<file path="src/rtl/playfield_tx_pkg.sv">
// Shared types and constants for the LAN playfield link transmitter.
// Build option PLAYFIELD_TX_GARBAGE_EN appends a garbage-lines byte to each frame.
package playfield_tx_pkg;

    localparam int PLAYFIELD_ROWS = 20;
    localparam int PLAYFIELD_COLS = 10;
    localparam logic [7:0] PF_HEADER_BYTE = 8'hA5;

`ifdef PLAYFIELD_TX_GARBAGE_EN
    localparam int GARBAGE_BYTES = 1;
`else
    localparam int GARBAGE_BYTES = 0;
`endif

    typedef logic [7:0] byte_t;

    typedef enum logic [3:0] {
        TILE_BLANK   = 4'h0,
        TILE_GHOST   = 4'h1,
        TILE_GARBAGE = 4'h2,
        TILE_I       = 4'h3,
        TILE_O       = 4'h4,
        TILE_T       = 4'h5,
        TILE_S       = 4'h6,
        TILE_L       = 4'h7,
        TILE_J       = 4'h8,
        TILE_Z       = 4'h9
    } tile_type_t;

    typedef enum logic [2:0] {
        ST_IDLE,
        ST_HEADER,
        ST_PAYLOAD,
`ifdef PLAYFIELD_TX_GARBAGE_EN
        ST_GARBAGE,
`endif
        ST_CHECKSUM
    } tx_state_t;

    // Header + two tiles per payload byte + optional garbage byte + checksum.
    function automatic int frame_len(input int rows, input int cols);
        return 2 + (rows * cols) / 2 + GARBAGE_BYTES;
    endfunction

    localparam int FRAME_LEN = frame_len(PLAYFIELD_ROWS, PLAYFIELD_COLS);

endpackage

</file>
<file path="src/rtl/playfield_tx_if.sv">
// Byte stream valid/ready link from the playfield transmitter to the MAC shim.
// master drives data/valid, slave returns ready.
interface playfield_tx_if;
    import playfield_tx_pkg::*;

    byte_t tx_data;
    logic  tx_valid;
    logic  tx_ready;

    modport master (
        output tx_data,
        output tx_valid,
        input  tx_ready
    );

    modport slave (
        input  tx_data,
        input  tx_valid,
        output tx_ready
    );

endinterface

</file>
<file path="src/rtl/playfield_tx_csum.sv">
// Running XOR checksum over a byte stream; reusable by the receive side.
// nxt is the value the sum will take if the current byte is accumulated.
module playfield_tx_csum
    import playfield_tx_pkg::*;
(
    input  logic  clk,
    input  logic  rst,
    input  logic  clr,
    input  logic  en,
    input  byte_t din,
    output byte_t sum,
    output byte_t nxt
);

    assign nxt = sum ^ din;

    always_ff @(posedge clk or posedge rst) begin
        if (rst) begin
            sum <= '0;
        end else if (clr) begin
            sum <= '0;
        end else if (en) begin
            sum <= nxt;
        end
    end

endmodule

</file>
<file path="src/rtl/playfield_tx.sv">
// Snapshots the local playfield and streams it as header, tile-pair payload, XOR checksum.
// Build option PLAYFIELD_TX_GARBAGE_EN adds garbage_lines as an extra checksummed byte.
module playfield_tx
    import playfield_tx_pkg::*;
#(
    parameter int          ROWS        = PLAYFIELD_ROWS,
    parameter int          COLS        = PLAYFIELD_COLS,
    parameter logic [7:0]  HEADER_BYTE = PF_HEADER_BYTE
) (
    input  logic                   clk,
    input  logic                   rst,
    input  logic                   start,
    input  logic [ROWS*COLS*4-1:0] tiles,
`ifdef PLAYFIELD_TX_GARBAGE_EN
    input  logic [4:0]             garbage_lines,
`endif
    playfield_tx_if.master         tx,
    output logic                   busy,
    output logic                   frame_done
);

    localparam int NPAY = (ROWS * COLS) / 2;
    localparam int KW   = (NPAY > 1) ? $clog2(NPAY) : 1;
    localparam logic [KW-1:0] KLAST = KW'(NPAY - 1);

    tx_state_t              state;
    logic [ROWS*COLS*4-1:0] snap;
    logic [KW-1:0]          k;
    logic                   pending;
    byte_t                  sum;
    byte_t                  nxt;
    logic                   xfer;
    logic                   launch;
    logic                   relaunch;
    logic                   cs_en;
`ifdef PLAYFIELD_TX_GARBAGE_EN
    logic [4:0]             gsnap;
`endif

    assign xfer     = tx.tx_valid && tx.tx_ready;
    assign launch   = start && (state == ST_IDLE);
    assign relaunch = xfer && (state == ST_CHECKSUM) && (pending || start);
`ifdef PLAYFIELD_TX_GARBAGE_EN
    assign cs_en    = xfer && ((state == ST_PAYLOAD) || (state == ST_GARBAGE));
`else
    assign cs_en    = xfer && (state == ST_PAYLOAD);
`endif
    assign busy     = (state != ST_IDLE) || pending;

    playfield_tx_csum u_csum (
        .clk (clk),
        .rst (rst),
        .clr (launch || relaunch),
        .en  (cs_en),
        .din (tx.tx_data),
        .sum (sum),
        .nxt (nxt)
    );

    // Payload leaves the low end of the snapshot, so each byte is {tile 2k+1, tile 2k}.
    always_ff @(posedge clk or posedge rst) begin
        if (rst) begin
            state       <= ST_IDLE;
            snap        <= '0;
            k           <= '0;
            pending     <= 1'b0;
            tx.tx_data  <= '0;
            tx.tx_valid <= 1'b0;
            frame_done  <= 1'b0;
`ifdef PLAYFIELD_TX_GARBAGE_EN
            gsnap       <= '0;
`endif
        end else begin
            frame_done <= 1'b0;
            if (start && (state != ST_IDLE)) begin
                pending <= 1'b1;
            end
            unique case (state)
                ST_IDLE: begin
                    if (start) begin
                        snap        <= tiles;
`ifdef PLAYFIELD_TX_GARBAGE_EN
                        gsnap       <= garbage_lines;
`endif
                        tx.tx_data  <= HEADER_BYTE;
                        tx.tx_valid <= 1'b1;
                        state       <= ST_HEADER;
                    end
                end
                ST_HEADER: begin
                    if (xfer) begin
                        tx.tx_data <= snap[7:0];
                        snap       <= snap >> 8;
                        k          <= '0;
                        state      <= ST_PAYLOAD;
                    end
                end
                ST_PAYLOAD: begin
                    if (xfer) begin
                        if (k == KLAST) begin
`ifdef PLAYFIELD_TX_GARBAGE_EN
                            tx.tx_data <= {3'b000, gsnap};
                            state      <= ST_GARBAGE;
`else
                            tx.tx_data <= nxt;
                            state      <= ST_CHECKSUM;
`endif
                        end else begin
                            k          <= k + 1'b1;
                            tx.tx_data <= snap[7:0];
                            snap       <= snap >> 8;
                        end
                    end
                end
`ifdef PLAYFIELD_TX_GARBAGE_EN
                ST_GARBAGE: begin
                    if (xfer) begin
                        tx.tx_data <= nxt;
                        state      <= ST_CHECKSUM;
                    end
                end
`endif
                ST_CHECKSUM: begin
                    if (xfer) begin
                        frame_done <= 1'b1;
                        // A start landing on the final transfer is queued, not lost.
                        if (pending || start) begin
                            pending    <= 1'b0;
                            snap       <= tiles;
`ifdef PLAYFIELD_TX_GARBAGE_EN
                            gsnap      <= garbage_lines;
`endif
                            tx.tx_data <= HEADER_BYTE;
                            state      <= ST_HEADER;
                        end else begin
                            tx.tx_valid <= 1'b0;
                            state       <= ST_IDLE;
                        end
                    end
                end
                default: begin
                    state <= ST_IDLE;
                end
            endcase
        end
    end

endmodule

</file>
<file path="src/flat_wrapper.sv">
// flat-port wrapper written by rule: the top's interface ports become plain ports
module playfield_tx_flat import playfield_tx_pkg::*;
#(
    parameter int          ROWS        = PLAYFIELD_ROWS,
    parameter int          COLS        = PLAYFIELD_COLS,
    parameter logic [7:0]  HEADER_BYTE = PF_HEADER_BYTE
)
  (clk, rst, start, tiles, busy, frame_done, tx_tx_data, tx_tx_valid, tx_tx_ready);
  playfield_tx_if tx_i ();
  input  logic clk;
  input  logic rst;
  input  logic start;
  input  logic [ROWS*COLS*4-1:0] tiles;
  output logic busy;
  output logic frame_done;
  output wire logic [$bits(tx_i.tx_data)-1:0] tx_tx_data;
  output wire logic [$bits(tx_i.tx_valid)-1:0] tx_tx_valid;
  input wire logic [$bits(tx_i.tx_ready)-1:0] tx_tx_ready;
  assign tx_tx_data = tx_i.tx_data;
  assign tx_tx_valid = tx_i.tx_valid;
  assign tx_i.tx_ready = tx_tx_ready;
  playfield_tx #(.ROWS(ROWS), .COLS(COLS), .HEADER_BYTE(HEADER_BYTE)) u_core (.clk(clk), .rst(rst), .start(start), .tiles(tiles), .tx(tx_i), .busy(busy), .frame_done(frame_done));
endmodule
</file>
<file path="config.mk">
export PLATFORM = sky130hd
export DESIGN_NAME = playfield_tx_flat
export DESIGN_NICKNAME = d
export VERILOG_FILES = /design/src/rtl/playfield_tx_pkg.sv /design/src/rtl/playfield_tx_if.sv /design/src/rtl/playfield_tx_csum.sv /design/src/rtl/playfield_tx.sv /design/src/flat_wrapper.sv
export SDC_FILE = /design/constraint.sdc
export NUM_CORES = 2
export LEC_CHECK = 0
export CAP_MARGIN = 30
export CORE_ASPECT_RATIO = 1.5
export CORE_MARGIN = 4
export CORE_UTILIZATION = 30
export DETAILED_ROUTE_END_ITERATION = 8
export PLACE_DENSITY = 0.48
export SETUP_SLACK_MARGIN = 0.1
export SLEW_MARGIN = 20
export SYNTH_ARGS = -nofsm -noshare
export SYNTH_HDL_FRONTEND = slang
export SYNTH_SLANG_ARGS = --single-unit
</file>
<file path="constraint.sdc">
create_clock -name clk -period 34.3 [get_ports clk]
set_input_delay 5.145 -clock clk [delete_from_list [all_inputs] [get_ports clk]]
set_output_delay 5.145 -clock clk [all_outputs]
set_load 0.005 [all_outputs]
</file>
# After elaboration in Yosys (flattened, before gate mapping)
# Index checks and enable logic that the tools add are counted.
# totals
ff_bits	829
inputBits	804
# op_classes
n_eq_ne	12
mux	37
reduce_logical	20
addsub	1
bitwise_logic	1
# op_table
op	count
two-way mux 800 bit	6
case mux 800 bit (4 select lines)	1
two-way mux 8 bit	8
case mux 8 bit (4 select lines)	1
two-way mux 7 bit	3
two-way mux 3 bit	5
case mux 7 bit (2 select lines)	1
case mux 3 bit (4 select lines)	1
two-way mux 1 bit	10
inequality test 2 bit, second input constant	5
AND reduction 4 bit	2
bitwise XOR 8 bit	1
adder 7 x 1 -> 7 bit, second input constant	1
== test 7 bit, second input constant	1
AND reduction 7 bit	1
== test 3 x 2 -> 1 bit, second input constant	2
logical AND 1 bit	6
inequality test 2 x 1 -> 1 bit, second input constant	3
AND reduction 6 bit	1
nonzero test 2 bit	3
AND reduction 5 bit	1
nonzero test 4 bit	1
== test 3 x 1 -> 1 bit, second input constant	1
logical NOT 3 bit	1
other kinds (3)	5

# Depth between registers and ports, before layout
# depth
word_depth	6
mapped_depth	9

# Cells and area by module
# A second synthesis with hierarchy kept.
# unflattened
hier_cells	2762
area_unflattened_um2	44846.8
# by_module_without_submodules
mod	instances	seq_area_each_um2	cells_each	area_per_inst_um2
playfield_tx	1	20519.7	2718	44362.5
playfield_tx_csum	1	200.2	44	484.2

# Worst setup path before layout
# OpenSTA, ideal clock, no wires.
# synth_timing
kind	input -> register
from	input port start
to	register u_core.snap[0]
path_buffers	2
cell_stages	6
arrival_time_ns	6.554
path_slack_ns	27.622
t_required_ns	34.175
cell_sequence	or3b_2 -> o211ai_1 -> a21oi_4 -> buf_6 -> buf_6 -> mux2_2
# synth_via
elab_chain_len	3
word_cells_on_any_way	4
classes_between	2 x eq/ne; 2 x reduce/logical
# synth_rtl
item	line	source
start: declaration	flat_wrapper.sv:12	input logic start;
logical OR 1 bit	playfield_tx.sv:127	if (pending || start) begin
inequality test 2 bit (no line)	--	
AND reduction 7 bit (no line) *	--	
end signal: assignment	playfield_tx.sv:93	snap <= snap >> 8;
end signal: assignment	playfield_tx.sv:111	snap <= snap >> 8;
end signal: assignment	playfield_tx.sv:129	snap <= tiles;
end: declaration	playfield_tx.sv:27	logic [ROWS*COLS*4-1:0] snap;
# Mark *: on every way between the ends. The rest lies on a longest branch, timed or not.
# A chain may end at the register's enable or synchronous reset.

# Worst setup path in the final report
# layout_timing
from	input port tx_tx_ready
to	register u_core.snap[461]
# layout_via
elab_chain_len	3
word_cells_on_any_way	5
classes_between	3 x eq/ne; 2 x reduce/logical
# layout_rtl
item	line	source
start: declaration	flat_wrapper.sv:18	input wire logic [$bits(tx_i.tx_ready)-1:0] tx_tx_ready;
logical AND 1 bit *	playfield_tx.sv:40	assign xfer = tx.tx_valid && tx.tx_ready;
inequality test 2 x 1 -> 1 bit (no line)	--	
AND reduction 7 bit (no line) *	--	
end signal: assignment	playfield_tx.sv:81	snap <= tiles;
end signal: assignment	playfield_tx.sv:93	
end signal: assignment	playfield_tx.sv:111	
# Marked as above.

==> flow_summary.toml <==
[outcome]
status = "finished, final reports clean"

[synth]
yosysTopAreaCell = "dfrtp_1"
synth_fp_nets = 3575
ys_seq_area_share_pct = 50.5
synth_ff_type = "dfrtp_1"
synth_cells = 2766
yosysWarnings = 0
syn_area_per_cell_sq_um = 14.8
ys_async_sr_fraction_pct = 100
synth_edf_count = 0
netlist_area_sq_um = 41000
yosys.area.top_type_share_pct = 50.5
synth_area_leaders = "dfrtp_1 (51%), mux2_2 (44%), buf_6 (2.4%)"
ys_ff_latch = 828
yosys.cell_types.count = 40

[route]
routed_wl_um = 131000
wl_per_cell_um = 24.3
vias = 25500
via_per_inst = 4.72
drcViolationCount = 0
antenna_left = 0
drt-pass1-iter-count = 5
first_iter_violations = 1137

[global_routing]
grt_usage_pct = 17.9
antenna_found_initial = 120
grt_pass1_wl_um = 189000
grt_max_degree = 175
grt_overflow = 0
grt_pass1_vias = 28100

[cells_and_area]
seqCellArea_sq_um = 20700
finish.utilization_pct = 39.8
drive_above_1_share_pct = 49.8
nFillCells = 12700
final_cells = 5396
multi_input_area_sq_um = 18900
nets = 4343
area_growth_pct = 31.4
fin_area_sq_um = 53900

[sta]
slew_headroom_pct = 33.9
finalHoldViolations = 0
grt_setup_unrepaired = "false"
tightest_slew_ns = 0.991
report.final.slew_viol_count = 0
setup_tns_ns = 0
clock_skew_ns = 0.0243
setup_viol = 0
setup_slack_ns = 23.98
fin_crit_ns = 10.32
fin_crit_sh_pct = 30.1
fmax_ghz = 0.0969

[critical_path]
cp_common_cell = "buf_4"
crit_type = "in2reg"
path_cells = "clkdlybuf4s50_1, and2_1, o211ai_1, a21oi_4, buf_12, buf_4, buf_4, buf_16, buf_12, buf_4, mux2_2"
startpoint_type = "input pin"
critical_path_required_ns = 34.86
max_stage_delay_ns = 0.81
critPathSlowestCell = "buf_4"
crit_arrival_ns = 10.88
crit_path_end_kind = "flip-flop"
crit_fanout = 174

[placed_design]
io_buffer_count = 814
dp.cells = 5182
place_area_sq_um = 50400
place_ws_ns = 23.07
gp_congestion = 0.817
dp_hpwl_um = 97100

[clock_network]
clock_path_buffers = 3
cts_tree = "yes"
cts.clk_slew.worst_paths_ns = 0.06
cts-hold-fix-buffers = 0
htree_levels = 3
cts_made_buffers = 93
worstSkewPairLatency_ns = 0.70
cts.sinks = 828
post_cts_buffers = 0
cts_root_buffer = "clkbuf_16"
ctsResizeCount = 0

[pwr]
power_switching_mw = 0.459
vdd_drop_max_mv = 0.0363
powerDensity_nw_per_um2 = 39.5
p_comb_share_pct = 5.8
p_sw_share_pct = 21.6
clock_power_share_pct = 48.3
p_seq_share_pct = 46.0
power.internal_mw = 1.67
p_leak_nw = 26.0

[floorplanning]
core_sq_um = 135000
num_rows = 165
die_area_sq_um = 143000
ios = 815
die_h_um = 461
die_x_um = 310
initial_core_util_pct = 30.3

[hold_path]
hp-class = "reg2reg"

[flow_run]
cap_violations = 0
==> flip-flops by register name, indices dropped and copies added (netlist names) <==
register            count
u_core.snap           800
u_core.tx.tx_data       8
u_core.u_csum.sum       8
u_core.k                7
u_core.state            2
u_core.frame_done       1
u_core.pending          1
u_core.tx.tx_valid      1
==> metrics by stage <==
| stage | hold WS, ns | total power, mW |
|---|---|---|
| after global routing | 0.511 | 2.21 |
| after detailed placement | 0.490 | 1.12 |
| after floorplan | 0.475 | 1.01 |
| after CTS | 0.503 | 2.17 |
| after global placement | 0.483 | 1.12 |
| final | 0.499 | 2.13 |
==> cell families (layout without fill, tap and decap cells) <==
group                    count (synthesis)  count (layout)  share of synthesized area, %
multiplexers                          1593            1593                          43.8
other                                    0              41                             0
AND/OR/NAND/NOR                         93              93                          1.11
flip-flops                             828             828                          50.5
adder cells (fa/ha/maj)                  5               5                         0.153
AO/OA/AOI/OAI                           37              37                         0.702
buffers and inverters                  194            1030                          3.40
XOR/XNOR                                16              16                         0.342
==> power groups by stage <==
stage | registers (mW) | clock network, mW | logic (mW)
finish | 0.977 | 1.03 | 0.122
CTS | 0.977 | 1.07 | 0.124
global placement | 0.995 | 0 | 0.122
detailed placement | 0.995 | 0 | 0.123
floorplan | 0.996 | 0 | 0.0153
global route | 0.976 | 1.11 | 0.133
==> worst max-delay path, delay by kind of cell <==
family | cells | cell delay [ns]
AND/OR/NAND/NOR | 1 | 0.20
multiplexers | 1 | 0.42
AO/OA/AOI/OAI | 2 | 0.47
buffers and inverters | 7 | 4.21
==> synth_stat cells, drive strengths merged, types with 2 or more instances <==
| master | instances |
|---|---|
| mux2 | 1592 |
| dfrtp | 828 |
| clkbuf | 96 |
| buf | 91 |
| nand2 | 33 |
| nor2 | 19 |
| xor2 | 12 |
| nand3 | 11 |
| nor2b | 10 |
| o211ai | 10 |
| inv | 7 |
| a22o | 6 |
| o21ai | 6 |
| ha | 5 |
| a41oi | 4 |
| nand4 | 4 |
| xnor2 | 4 |
| a21oi | 3 |
| and2 | 2 |
| and3 | 2 |
| nand2b | 2 |
| nor3 | 2 |
| or2 | 2 |
==> final timing paths <==
kind | depth (start not counted) | end | slack [ns] | from
setup / recovery | 11 | u_core.snap[461] | 23.98 | tx_tx_ready
hold / removal | 1 | u_core.snap[138] | 0.50 | u_core.snap[138]
setup reg to reg | 12 | u_core.snap[461] | 28.00 | u_core.state[1]
hold reg to reg | 1 | u_core.snap[138] | 0.50 | u_core.snap[138]
max in group asynchronous | 7 | u_core.snap[129] | 26.66 | rst
min in group asynchronous | 2 | u_core.snap[521] | 4.93 | rst
==> routing by layer <==
| layer | GRT usage (%) | wire length (um) |
|---|---|---|
| met2 | 28.3 | 59100 |
| met5 | 0 | 935 |
| met4 | 5.15 | 2800 |
| met3 | 9.50 | 15300 |
| met1 | 21.1 | 52800 |
==> final cells by class <==
cell class | instances | area share, %
Antenna cell | 41 | 0.190
Tap cell | 1753 | 4.07
Clock buffer | 142 | 5.36
Timing Repair Buffer | 860 | 16.3
Inverter | 7 | 0.0627
Sequential cell | 828 | 38.5
Clock inverter | 21 | 0.444
Multi-Input combinational cell | 1744 | 35.1
==> layout by cell type, fill, tap and decap left out, drive strengths merged, types with 4 or more instances in the layout <==
| master | count |
|---|---|
| a22o | 6 |
| a41oi | 4 |
| buf | 46 |
| bufinv | 4 |
| clkbuf | 142 |
| clkdlybuf4s50 | 814 |
| clkinv | 13 |
| dfrtp | 828 |
| diode | 41 |
| ha | 5 |
| inv | 8 |
| mux2 | 1592 |
| nand2 | 33 |
| nand3 | 11 |
| nand4 | 4 |
| nor2 | 19 |
| nor2b | 10 |
| o211ai | 10 |
| o21ai | 6 |
| xnor2 | 4 |
| xor2 | 12 |
No activity file was read; power rests on OpenSTA's default activity.
